## src/rtl/product_accumulator_pkg.sv

```systemverilog
// ----------------------------------------------------------------------------
// product_acc_pkg
// Shared definitions for the product accumulator.
//   state_t : FSM encoding (ACCUM collects products, HOLD presents a sum)
//   PROD_W  : width of the incoming multiplier product bus
//   cnt_w() : width of a counter able to hold 0..n
// ----------------------------------------------------------------------------
package product_acc_pkg;

    typedef enum logic [0:0] {
        ACCUM = 1'b0,
        HOLD  = 1'b1
    } state_t;

    localparam int PROD_W = 8;

    // Width of a counter that must represent every value from 0 to n.
    function automatic int cnt_w(input int n);
        return $clog2(n + 1);
    endfunction

endpackage

```

## src/rtl/acc_add_sat.sv

```systemverilog
// ----------------------------------------------------------------------------
// acc_add_sat
// Combinational ACC_W+1-bit adder that folds one product into the
// accumulator.
//   acc      : current accumulator value (ACC_W bits)
//   prod     : unsigned product (PROD_W bits), zero-extended before the add
//   acc_next : accumulator value after the add (ACC_W bits)
//   carry    : the add carried out of ACC_W bits
// Build option PRODUCT_ACCUMULATOR_SAT_EN: when defined, a carry clamps
// acc_next to all ones; otherwise the sum wraps modulo 2^ACC_W.
// ----------------------------------------------------------------------------
module acc_add_sat
    import product_acc_pkg::*;
#(
    parameter int ACC_W = 10
) (
    input  logic [ACC_W-1:0]  acc,
    input  logic [PROD_W-1:0] prod,
    output logic [ACC_W-1:0]  acc_next,
    output logic              carry
);

    logic [ACC_W:0] sum_s;

    // Wide add, carry extraction and optional clamp.
    always_comb begin
        sum_s = {1'b0, acc} + {{(ACC_W + 1 - PROD_W){1'b0}}, prod};
        carry = sum_s[ACC_W];
`ifdef PRODUCT_ACCUMULATOR_SAT_EN
        // Once clamped, any later non-zero add carries again, so the value
        // stays pinned at the maximum for the rest of the group.
        if (carry) begin
            acc_next = {ACC_W{1'b1}};
        end else begin
            acc_next = sum_s[ACC_W-1:0];
        end
`else
        acc_next = sum_s[ACC_W-1:0];
`endif
    end

endmodule

```

## src/rtl/product_accumulator.sv

```systemverilog
// ----------------------------------------------------------------------------
// product_accumulator
// Sums groups of N_TERMS unsigned 8-bit products and presents each group sum
// on a held valid/ready output.
//   clk, reset_n        : clock, asynchronous active-low reset
//   in_valid/in_ready   : input handshake, in_prod is the product
//   out_valid/out_ready : output handshake, out_sum / out_ovf are the result
//   busy                : a group is partially accumulated or being held
// Parameters: N_TERMS (1..16) products per group, ACC_W (>= 8) result width.
// Build option PRODUCT_ACCUMULATOR_SAT_EN selects saturating instead of
// wrapping accumulation (see acc_add_sat).
// All outputs are registered.
// ----------------------------------------------------------------------------
module product_accumulator
    import product_acc_pkg::*;
#(
    parameter int N_TERMS = 4,
    parameter int ACC_W   = 10
) (
    input  logic              clk,
    input  logic              reset_n,
    input  logic              in_valid,
    output logic              in_ready,
    input  logic [PROD_W-1:0] in_prod,
    output logic              out_valid,
    input  logic              out_ready,
    output logic [ACC_W-1:0]  out_sum,
    output logic              out_ovf,
    output logic              busy
);

    localparam int              CNT_W    = cnt_w(N_TERMS);
    localparam logic [CNT_W-1:0] LAST_CNT = CNT_W'(N_TERMS - 1);
    localparam logic [CNT_W-1:0] CNT_ONE  = CNT_W'(1);

    state_t             state_r;
    logic [ACC_W-1:0]   acc_r;
    logic [CNT_W-1:0]   cnt_r;
    logic               ovf_r;
    logic               in_ready_r;
    logic               out_valid_r;
    logic [ACC_W-1:0]   out_sum_r;
    logic               out_ovf_r;
    logic               busy_r;

    logic               accept_s;
    logic               last_s;
    logic [ACC_W-1:0]   acc_next_s;
    logic               carry_s;

    assign in_ready  = in_ready_r;
    assign out_valid = out_valid_r;
    assign out_sum   = out_sum_r;
    assign out_ovf   = out_ovf_r;
    assign busy      = busy_r;

    // in_ready_r is only ever high in ACCUM, so it alone qualifies an accept.
    assign accept_s = in_valid & in_ready_r;
    assign last_s   = (cnt_r == LAST_CNT);

    acc_add_sat #(
        .ACC_W (ACC_W)
    ) u_add (
        .acc      (acc_r),
        .prod     (in_prod),
        .acc_next (acc_next_s),
        .carry    (carry_s)
    );

    // Group FSM: accumulation, counting, handshakes and registered outputs.
    always_ff @(posedge clk or negedge reset_n) begin
        if (!reset_n) begin
            state_r     <= ACCUM;
            acc_r       <= {ACC_W{1'b0}};
            cnt_r       <= {CNT_W{1'b0}};
            ovf_r       <= 1'b0;
            in_ready_r  <= 1'b0;
            out_valid_r <= 1'b0;
            out_sum_r   <= {ACC_W{1'b0}};
            out_ovf_r   <= 1'b0;
            busy_r      <= 1'b0;
        end else begin
            case (state_r)
                ACCUM: begin
                    out_valid_r <= 1'b0;
                    if (accept_s) begin
                        acc_r  <= acc_next_s;
                        cnt_r  <= cnt_r + CNT_ONE;
                        ovf_r  <= ovf_r | carry_s;
                        busy_r <= 1'b1;
                        if (last_s) begin
                            state_r     <= HOLD;
                            in_ready_r  <= 1'b0;
                            out_valid_r <= 1'b1;
                            out_sum_r   <= acc_next_s;
                            out_ovf_r   <= ovf_r | carry_s;
                        end else begin
                            in_ready_r <= 1'b1;
                        end
                    end else begin
                        // Also the path that raises in_ready after reset.
                        in_ready_r <= 1'b1;
                        busy_r     <= (cnt_r != {CNT_W{1'b0}});
                    end
                end
                HOLD: begin
                    if (out_ready) begin
                        state_r     <= ACCUM;
                        acc_r       <= {ACC_W{1'b0}};
                        cnt_r       <= {CNT_W{1'b0}};
                        ovf_r       <= 1'b0;
                        in_ready_r  <= 1'b1;
                        out_valid_r <= 1'b0;
                        busy_r      <= 1'b0;
                    end else begin
                        in_ready_r  <= 1'b0;
                        out_valid_r <= 1'b1;
                        busy_r      <= 1'b1;
                    end
                end
                default: begin
                    state_r     <= ACCUM;
                    acc_r       <= {ACC_W{1'b0}};
                    cnt_r       <= {CNT_W{1'b0}};
                    ovf_r       <= 1'b0;
                    in_ready_r  <= 1'b0;
                    out_valid_r <= 1'b0;
                    busy_r      <= 1'b0;
                end
            endcase
        end
    end

endmodule

```

## config.mk

```make
export PLATFORM = sky130hd
export DESIGN_NAME = product_accumulator
export DESIGN_NICKNAME = d
export VERILOG_FILES = /design/src/rtl/product_accumulator_pkg.sv /design/src/rtl/acc_add_sat.sv /design/src/rtl/product_accumulator.sv
export SDC_FILE = /design/constraint.sdc
export NUM_CORES = 1
export LEC_CHECK = 0
export ABC_AREA = 0
export BUFFER_PORTS_ARGS = -buffer_cell sky130_fd_sc_hd__buf_2
export CORE_MARGIN = 5
export CORE_UTILIZATION = 55
export CTS_BUF_LIST = sky130_fd_sc_hd__clkbuf_4
export DETAILED_ROUTE_END_ITERATION = 10
export PLACE_DENSITY = 0.83
export SLEW_MARGIN = 10
export SYNTH_ARGS = -nofsm -noshare
export SYNTH_HDL_FRONTEND = slang
export SYNTH_SLANG_ARGS = --single-unit
```

## constraint.sdc

```tcl
create_clock -name clk -period 3.4 [get_ports clk]
set_input_delay 0.85 -clock clk [delete_from_list [all_inputs] [get_ports clk]]
set_output_delay 0.85 -clock clk [all_outputs]
set_load 0.01 [all_outputs]
```

* Yosys cells after proc, flatten, opt, wreduce, memory -nomap -nowiden
Index checks and enable logic that the tools add are counted.
** Word-level totals
- Bits in registers :: 28
- Logic and storage cells :: 38
** Cells by class
- Reduce and logical (&&, ||, !) cells :: 3
- Eq/ne operators :: 3
- Bitwise operators :: 3
- Multiplexer cells :: 19
- Add/subtract/negate cells :: 2
** Operators with widths (count)
- two-way mux 10 bit :: 2
- one-hot mux 10 bit (2 select lines) :: 1
- adder 10 x 8 -> 11 bit :: 1
- two-way mux 1 bit :: 9
- one-hot mux 1 bit (2 select lines) :: 4
- two-way mux 3 bit :: 2
- one-hot mux 3 bit (2 select lines) :: 1
- inequality test 2 bit, second input constant :: 2
- adder 3 x 1 -> 3 bit, second input constant :: 1
- == test 3 x 2 -> 1 bit, second input constant :: 1
- AND reduction 3 bit :: 1
- nonzero test 3 bit :: 1
- AND reduction 2 bit :: 1
- bitwise AND 1 bit :: 1
- inverter 1 bit :: 1
- bitwise OR 1 bit :: 1

* Logic depth before layout (Yosys ltp)
Gate-level depths: netlist of the first run.
- Word-level depth :: 4
- Gate-level depth with buffers :: 6
- Gate-level depth less buffers :: 6

* Cells and area by module
Synthesis of the first run repeated with hierarchy kept, for this count alone.
** Second synthesis, totals
- Cell total of the unflattened synthesis :: 148
- Area total of the unflattened synthesis :: 1707.9 um^2
** Modules (own cells, without submodules)
- product_accumulator :: cells an instance 87, times used 1, area an instance 1272.5 um^2
- acc_add_sat :: cells an instance 61, times used 1, area an instance 435.4 um^2

* Worst setup path before layout of the first run
OpenSTA, ideal clock, no wires.
- Path kind :: input to register
- Start :: input port in_prod[0]
- End :: register acc_r[8]
- Arrival :: 2.185 ns
- Setup slack :: 1.137 ns
- Data required time :: 3.323 ns
- Cell stages on the path :: 6
- Path buffers :: 0
- Cell sequence :: ha_1 -> fa_1 -> nand3_1 -> a211oi_4 -> o311a_2 -> a21oi_1
** Between the ends
- Cells in the longest elaborated chain, start to end :: 3
** RTL lines
- start: declaration :: RTL line product_accumulator.sv:24 : input logic [PROD_W-1:0] in_prod,
- adder 10 x 8 -> 11 bit :: RTL line acc_add_sat.sv:27 : sum_s = {1'b0, acc} + {{(ACC_W + 1 - PROD_W){1'b0}}, prod};
- two-way mux 10 bit :: RTL line product_accumulator.sv:86 : if (accept_s) begin
- one-hot mux 10 bit (2 select lines) :: RTL line product_accumulator.sv:83 : case (state_r)
- end signal: assignment :: RTL line product_accumulator.sv:74 : acc_r <= {ACC_W{1'b0}};
- end signal: assignment :: RTL line product_accumulator.sv:87 : acc_r <= acc_next_s;
- end signal: assignment :: RTL line product_accumulator.sv:109 : acc_r <= {ACC_W{1'b0}};
- end: declaration :: RTL line product_accumulator.sv:37 : logic [ACC_W-1:0] acc_r;
Every way passes these cells. The select of a mux whose other input is x is not followed.
A chain may end at the register's enable or synchronous reset.

* Worst setup path in the final report of the first run
Same ends and word-level chain as after synthesis.

==> flow_summary.toml, run 1 <==
[sta]
setup_ws_ns = 1.256
setup_viol_count_final = 0
rsz0062_at_grt = "false"
fin_skew_ns = 0.007073
period_share_pct = 63.06
slew_headroom_pct = 42.46
period_minus_slack_ns = 2.144
tightest_slew_ns = 0.8606
fin_hold_ws_ns = 0.4986
slew_violations = 0
fmax_mhz = 466.4
tns_ns = 0
hold_viol = 0

[layout]
multi_input_area_um2 = 844.6
final-seq-area_um2 = 700.7
antennaDiodeCount = 0
drive_above_1_share_pct = 21.05
area_delta_synth_final_pct = 10.64
layout.cells.non_filler = 221
nets = 215
final_util_pct = 64.55
fill_cells = 224
stdcell_area_mm2 = 0.001795

[critical_path]
path_max_fanout = 6
slowest_stage = "fa_1"
slowest_delay_ns = 0.42
critPathKind = "in -> reg"
rrSetupSlack_ns = 1.44
ff2ff_path_depth = 3
crit_required_ns = 3.68
cp.buffers_inverters = 1
rr_startpoint = "out_valid"
crit_path_start = "in_prod[0]"
timing.rr.end = "acc_r[8]"
start_kind = "input port"
critical_path.top_delay_family = "adder cells"
timing.critical_path.arrival_ns = 2.42
path_cells = "buf_2 -> ha_1 -> fa_1 -> nand3_1 -> a211oi_4 -> o311a_2 -> a21oi_1"
end_kind = "flip-flop"

[power]
power.total_mw = 1.638
cellLeakagePower_nw = 0.8605
ir_drop_mv = 0.6792
cellPowerDensity_mw_per_mm2 = 912.6

[placement]
dpl.cell_count = 217
dp_hpwl_um = 2598
placed_area_mm2 = 0.001743
place_ws_ns = 0.9097
place.gp.congestion = 0.8575
port_buffers = 25

[die]
die-area_mm2 = 0.004137
ioPinCount = 26
num_rows = 19
coreArea_mm2 = 0.002781
die_y_um = 64.32
die_x_um = 64.32
start_util_pct = 58.34

[cts]
cts_hold_buf = 0
cts_resized = 0
clock_path_buffers = 2
numCtsBuffers = 3
htree_levels = 1
post_cts_buffers = 0
insertion_delay_ns = 0.34
cts_tree = "built"
clk_pin_slew_ns = 0.15
root_buffer = "clkbuf_4"
cts_num_sinks = 28

[synthesis]
synth-xor-area-share_pct = 2.159
ys_seq_elements = 28
ys_warn_count = 0
syn_inst = 169
yosysMostFrequentCell = "dfrtp_1"
netlist_area_mm2 = 0.001623
synth_enable_flop_cells = 0
yosys.area_share.adder_pct = 9.715
ys_seq_area_share_pct = 43.18
ys_top_cells_by_area = "dfrtp_1 (43%), ha_1 (8.5%), nand2_1 (6.0%)"
async_reset_ff_share_pct = 100.0
yosys.area.top_type = "dfrtp_1"
yosys.area.top_type_share_pct = 43.18
synthSimpleGateAreaFrac_pct = 17.04
syn_area_per_cell_um2 = 9.602
synth_cell_types = 43
synth-compound-area-share_pct = 23.13
synthesis.nets = 193
synth_top_family_by_area = "compound AO/OA/AOI/OAI gates"
synth-main-ff-cell = "dfrtp_1"
synth_commonest_cells = "dfrtp_1 (28), nand2_1 (26), nand3_1 (18)"
synth_mux_area_share_pct = 0

[routing]
ant_nets = 0
wl_per_cell_um = 16.56
drc = 0
num_vias = 1339
drt-total-wl_um = 3659
first_iter_violations = 55
dr.pass1.iters = 4
vias_per_cell = 6.059

[grt]
use_met3_pct = 3.152
grt_use_met2_pct = 30.35
grt_first_pass_wirelength_um = 6175
use_met1_pct = 24.67
grt_max_degree = 29
grt_use_total_pct = 18.34
grt.overflow.total = 0
top_usage_layer = "met2"
antenna_found_initial = 0
grt_pass1_vias = 1333

[flow_run]
maxCapViolations = 0

[worst_hold_path]
hp-class = "in -> async"

[status]
status = "finished clean"
## sequential cells by signal, summed over array words and instances (netlist names)
name	flops
acc_r	10
busy	1
cnt_r	3
in_ready	1
out_ovf	1
out_sum	10
out_valid	1
ovf_r	1
## layout make-up
class / count / share of cell area [%]
Multi-Input combinational cell: 125 / 47.04
Clock inverter: 1 / 1.672
Tap cell: 31 / 2.160
Inverter: 7 / 1.463
Clock buffer: 3 / 1.254
Timing Repair Buffer: 26 / 7.387
Sequential cell: 28 / 39.02
## metal layers
| metal | up-vias | wire length [µm] |
|---|---|---|
| met2 | 33 | 1822 |
| met1 | 642 | 1622 |
| met4 | 0 | 44 |
| li1 | 657 | - |
| met5 | - | 0 |
| met3 | 7 | 169 |
## how the worst max path moves through the flow
stage,end,slack [ns],depth (start not counted)
after floorplan,acc_r[8],1.14,6
after global placement,acc_r[8],0.99,7
after detailed placement,acc_r[8],0.91,7
after CTS,acc_r[8],1.27,7
after global routing,acc_r[8],1.20,7
final,acc_r[8],1.26,7
## cells by family (layout without fill, tap and decap cells)
logic type	after synthesis	count (layout)
adder cells (fa/ha/maj)	12	12
flip-flops	28	28
XOR/XNOR	4	4
AO/OA/AOI/OAI	49	49
AND/OR/NAND/NOR	60	60
buffers and inverters	16	37
## power by group
| part | switching [mW] | internal (mW) | total, mW |
|---|---|---|---|
| logic | 0.511 | 0.329 | 0.840 |
| clock network | 0.101 | 0.119 | 0.220 |
| registers | 0.0996 | 0.478 | 0.578 |
| total | 0.712 | 0.927 | 1.64 |
## cells in the final DEF, fill, tap and decap left out, drive strengths merged
cell,synthesis,layout
o31ai,1,1
bufinv,0,1
nand3b,1,1
and2,1,1
o22ai,1,1
buf,6,26
a211o,2,2
nand2,27,27
inv,7,7
o21ai,14,14
o2111a,1,1
o311a,1,1
o2111ai,2,2
nand4,3,3
o311ai,1,1
o31a,1,1
o211ai,5,5
a21oi,8,8
nor3,2,2
xnor2,2,2
and3b,1,1
a211oi,4,4
clkbuf,3,3
a21boi,1,1
fa,1,1
o21a,4,4
nand4b,1,1
ha,11,11
a21o,2,2
dfrtp,28,28
nand3,18,18
nor2,6,6
xor2,2,2
a21bo,1,1
(Power assumes the default switching activity.)
==> run 2: changes to the inputs <==
--- a/config.mk
+++ b/config.mk
@@ -8,10 +8,10 @@
 export ABC_AREA = 0
 export BUFFER_PORTS_ARGS = -buffer_cell sky130_fd_sc_hd__buf_2
 export CORE_MARGIN = 5
-export CORE_UTILIZATION = 55
+export CORE_UTILIZATION = 52
 export CTS_BUF_LIST = sky130_fd_sc_hd__clkbuf_4
 export DETAILED_ROUTE_END_ITERATION = 10
-export PLACE_DENSITY = 0.83
+export PLACE_DENSITY = 0.82
 export SLEW_MARGIN = 10
 export SYNTH_ARGS = -nofsm -noshare
 export SYNTH_HDL_FRONTEND = slang
==> constraint.sdc (replaced) <==
create_clock -name clk -period 1.9 [get_ports clk]
set_input_delay 0.475 -clock clk [delete_from_list [all_inputs] [get_ports clk]]
set_output_delay 0.475 -clock clk [all_outputs]
set_load 0.01 [all_outputs]
==> flow_summary.toml, run 2 (synthesis gave the netlist of run 1 again) <==
[status]
status = "finished clean"

[power]
switching_share_pct = 43.57
netSwitchingPower_mw = 1.289
intPower_mw = 1.670
cellLeakagePower_nw = 0.9150
seqPwrFrac_pct = 34.8
comb_power_share_pct = 56.8
ir_drop_mv = 0.6584
p_clk_share_pct = 8.4
cellPowerDensity_mw_per_mm2 = 1555

[critical_path]
timing.critical_path.arrival_ns = 2.04
crit_required_ns = 2.16
ff2ff_path_depth = 7
path_max_fanout = 3
start_kind = "flip-flop"
end_kind = "flip-flop"
timing.rr.end = "out_sum[7]"
rr_startpoint = "acc_r[1]"
critPathKind = "reg -> reg"
rrSetupSlack_ns = 0.13

[sta]
slew_headroom_pct = 59.16
fin_skew_ns = 0.01352
hold_viol = 0
tns_ns = 0
tightest_slew_ns = 0.6127
period_minus_slack_ns = 1.773
setup_ws_ns = 0.1269
slew_violations = 0
rsz0062_at_grt = "false"
setup_viol_count_final = 0
period_share_pct = 93.32
fmax_mhz = 564.0

[layout]
antennaDiodeCount = 0
drive_above_1_share_pct = 26.60
stdcell_area_mm2 = 0.001903
final_common_cell = "dfrtp_1"
area_delta_synth_final_pct = 17.27
final_cell_mix = "dfrtp_1 (28), nand2_1 (26), buf_2 (25)"
fill_cells = 266
nets = 228
multi_input_area_um2 = 852.1
final-seq-area_um2 = 700.7

[cts]
clock_path_buffers = 2
clk_pin_slew_ns = 0.15
cts_hold_buf = 0
numCtsBuffers = 3
root_buffer = "clkbuf_4"
cts_tree = "built"
cts_num_sinks = 28
htree_levels = 1
post_cts_buffers = 0
insertion_delay_ns = 0.33

[routing]
drc = 0
ant_nets = 0
wl_per_cell_um = 14.50
num_vias = 1397
first_iter_violations = 93
dr.pass1.iters = 4
vias_per_cell = 5.656
drt-total-wl_um = 3582

[die]
coreArea_mm2 = 0.003028
ioPinCount = 26
die_y_um = 65.87
num_rows = 20
die_x_um = 65.87
die-area_mm2 = 0.004338
start_util_pct = 53.60

[placement]
place_ws_ns = -0.1471
placed_area_mm2 = 0.001869
place.gp.congestion = 0.8204
port_buffers = 25
dp_hpwl_um = 2722

[grt]
grt_use_total_pct = 18.38
grt.overflow.total = 0
grt_pass1_vias = 1424
grt_max_degree = 29
grt_first_pass_wirelength_um = 6237
antenna_found_initial = 0

[worst_hold_path]
hp-class = "in -> async"

[flow_run]
maxCapViolations = 0
[run 2: cell types whose count changed in the layout (fill, tap and decap cells not counted)]
cell / change
fa_2: +1
clkinv_1: +1
nand3_1: -1
nand3_2: +1
buf_4: +12
bufinv_16: -1
buf_12: +1
fa_1: -1
[run 2: final cells by class]
type / instances / share of cell area [%]
clock buffer: 3 / 1.183
clock inverter: 1 / 0.1972
inverter: 7 / 1.381
multi-input combinational: 125 / 44.77
sequential: 28 / 36.82
tap: 44 / 2.893
timing repair buffer: 39 / 12.75
[run 2: stage by stage]
stage / hold slack [ns] / total power, mW / std cells / util, %
after floorplan: 0.1794 / 2.151 / 169 / -
after global placement: 0.4577 / 2.616 / 243 / 61.74
after detailed placement: 0.4665 / 2.699 / 243 / 61.74
after CTS: 0.1500 / 2.950 / 247 / 62.60
after global routing: 0.1807 / 3.243 / 247 / 62.85
final: 0.1291 / 2.959 / 247 / 62.85
[run 2: how the worst max path moves through the flow]
| stage | from | endpoint | slack [ns] |
|---|---|---|---|
| after CTS | acc_r[0] | acc_r[8] | 0.06 |
| final | acc_r[1] | out_sum[7] | 0.13 |
| after global placement | in_prod[0] | acc_r[8] | -0.08 |
| after detailed placement | in_prod[0] | acc_r[8] | -0.15 |
| after global routing | acc_r[1] | out_sum[5] | 0.004 |
| after floorplan | in_prod[0] | acc_r[8] | 0.01 |
[run 2: timing repair]
| item | 4_1_cts | 5_1_grt |
|---|---|---|
| setup endpoints to repair | 0 | 1 |
| resized for setup | 0 | 2 |
| hold endpoints to repair | 0 | 0 |
[run 2: power by group through the flow]
stage / Sequential, mW / Clock, mW / Combinational, mW
2_1_floorplan: 1.06 / 0 / 1.09
3_3_place_gp: 1.02 / 0 / 1.59
3_5_place_dp: 1.05 / 0 / 1.65
4_1_cts: 1.03 / 0.255 / 1.66
5_1_grt: 1.08 / 0.284 / 1.88
6_report: 1.03 / 0.247 / 1.68
[run 2: routing by layer]
| layer | track usage, % | up-vias | wire length [µm] |
|---|---|---|---|
| li1 | - | 676 | - |
| met1 | 21.32 | 671 | 1508 |
| met2 | 32.54 | 40 | 1823 |
| met3 | 2.551 | 10 | 161 |
| met4 | 9.585 | 0 | 88 |
| met5 | 0 | - | 0 |
[run 2: critical path, cell delays in order (launching register included)]
cell	delay [ns]
dfrtp_1	0.44
ha_1	0.31
a211oi_1	0.24
buf_4	0.16
o21a_1	0.19
buf_4	0.13
o2111ai_1	0.13
nand3_1	0.12
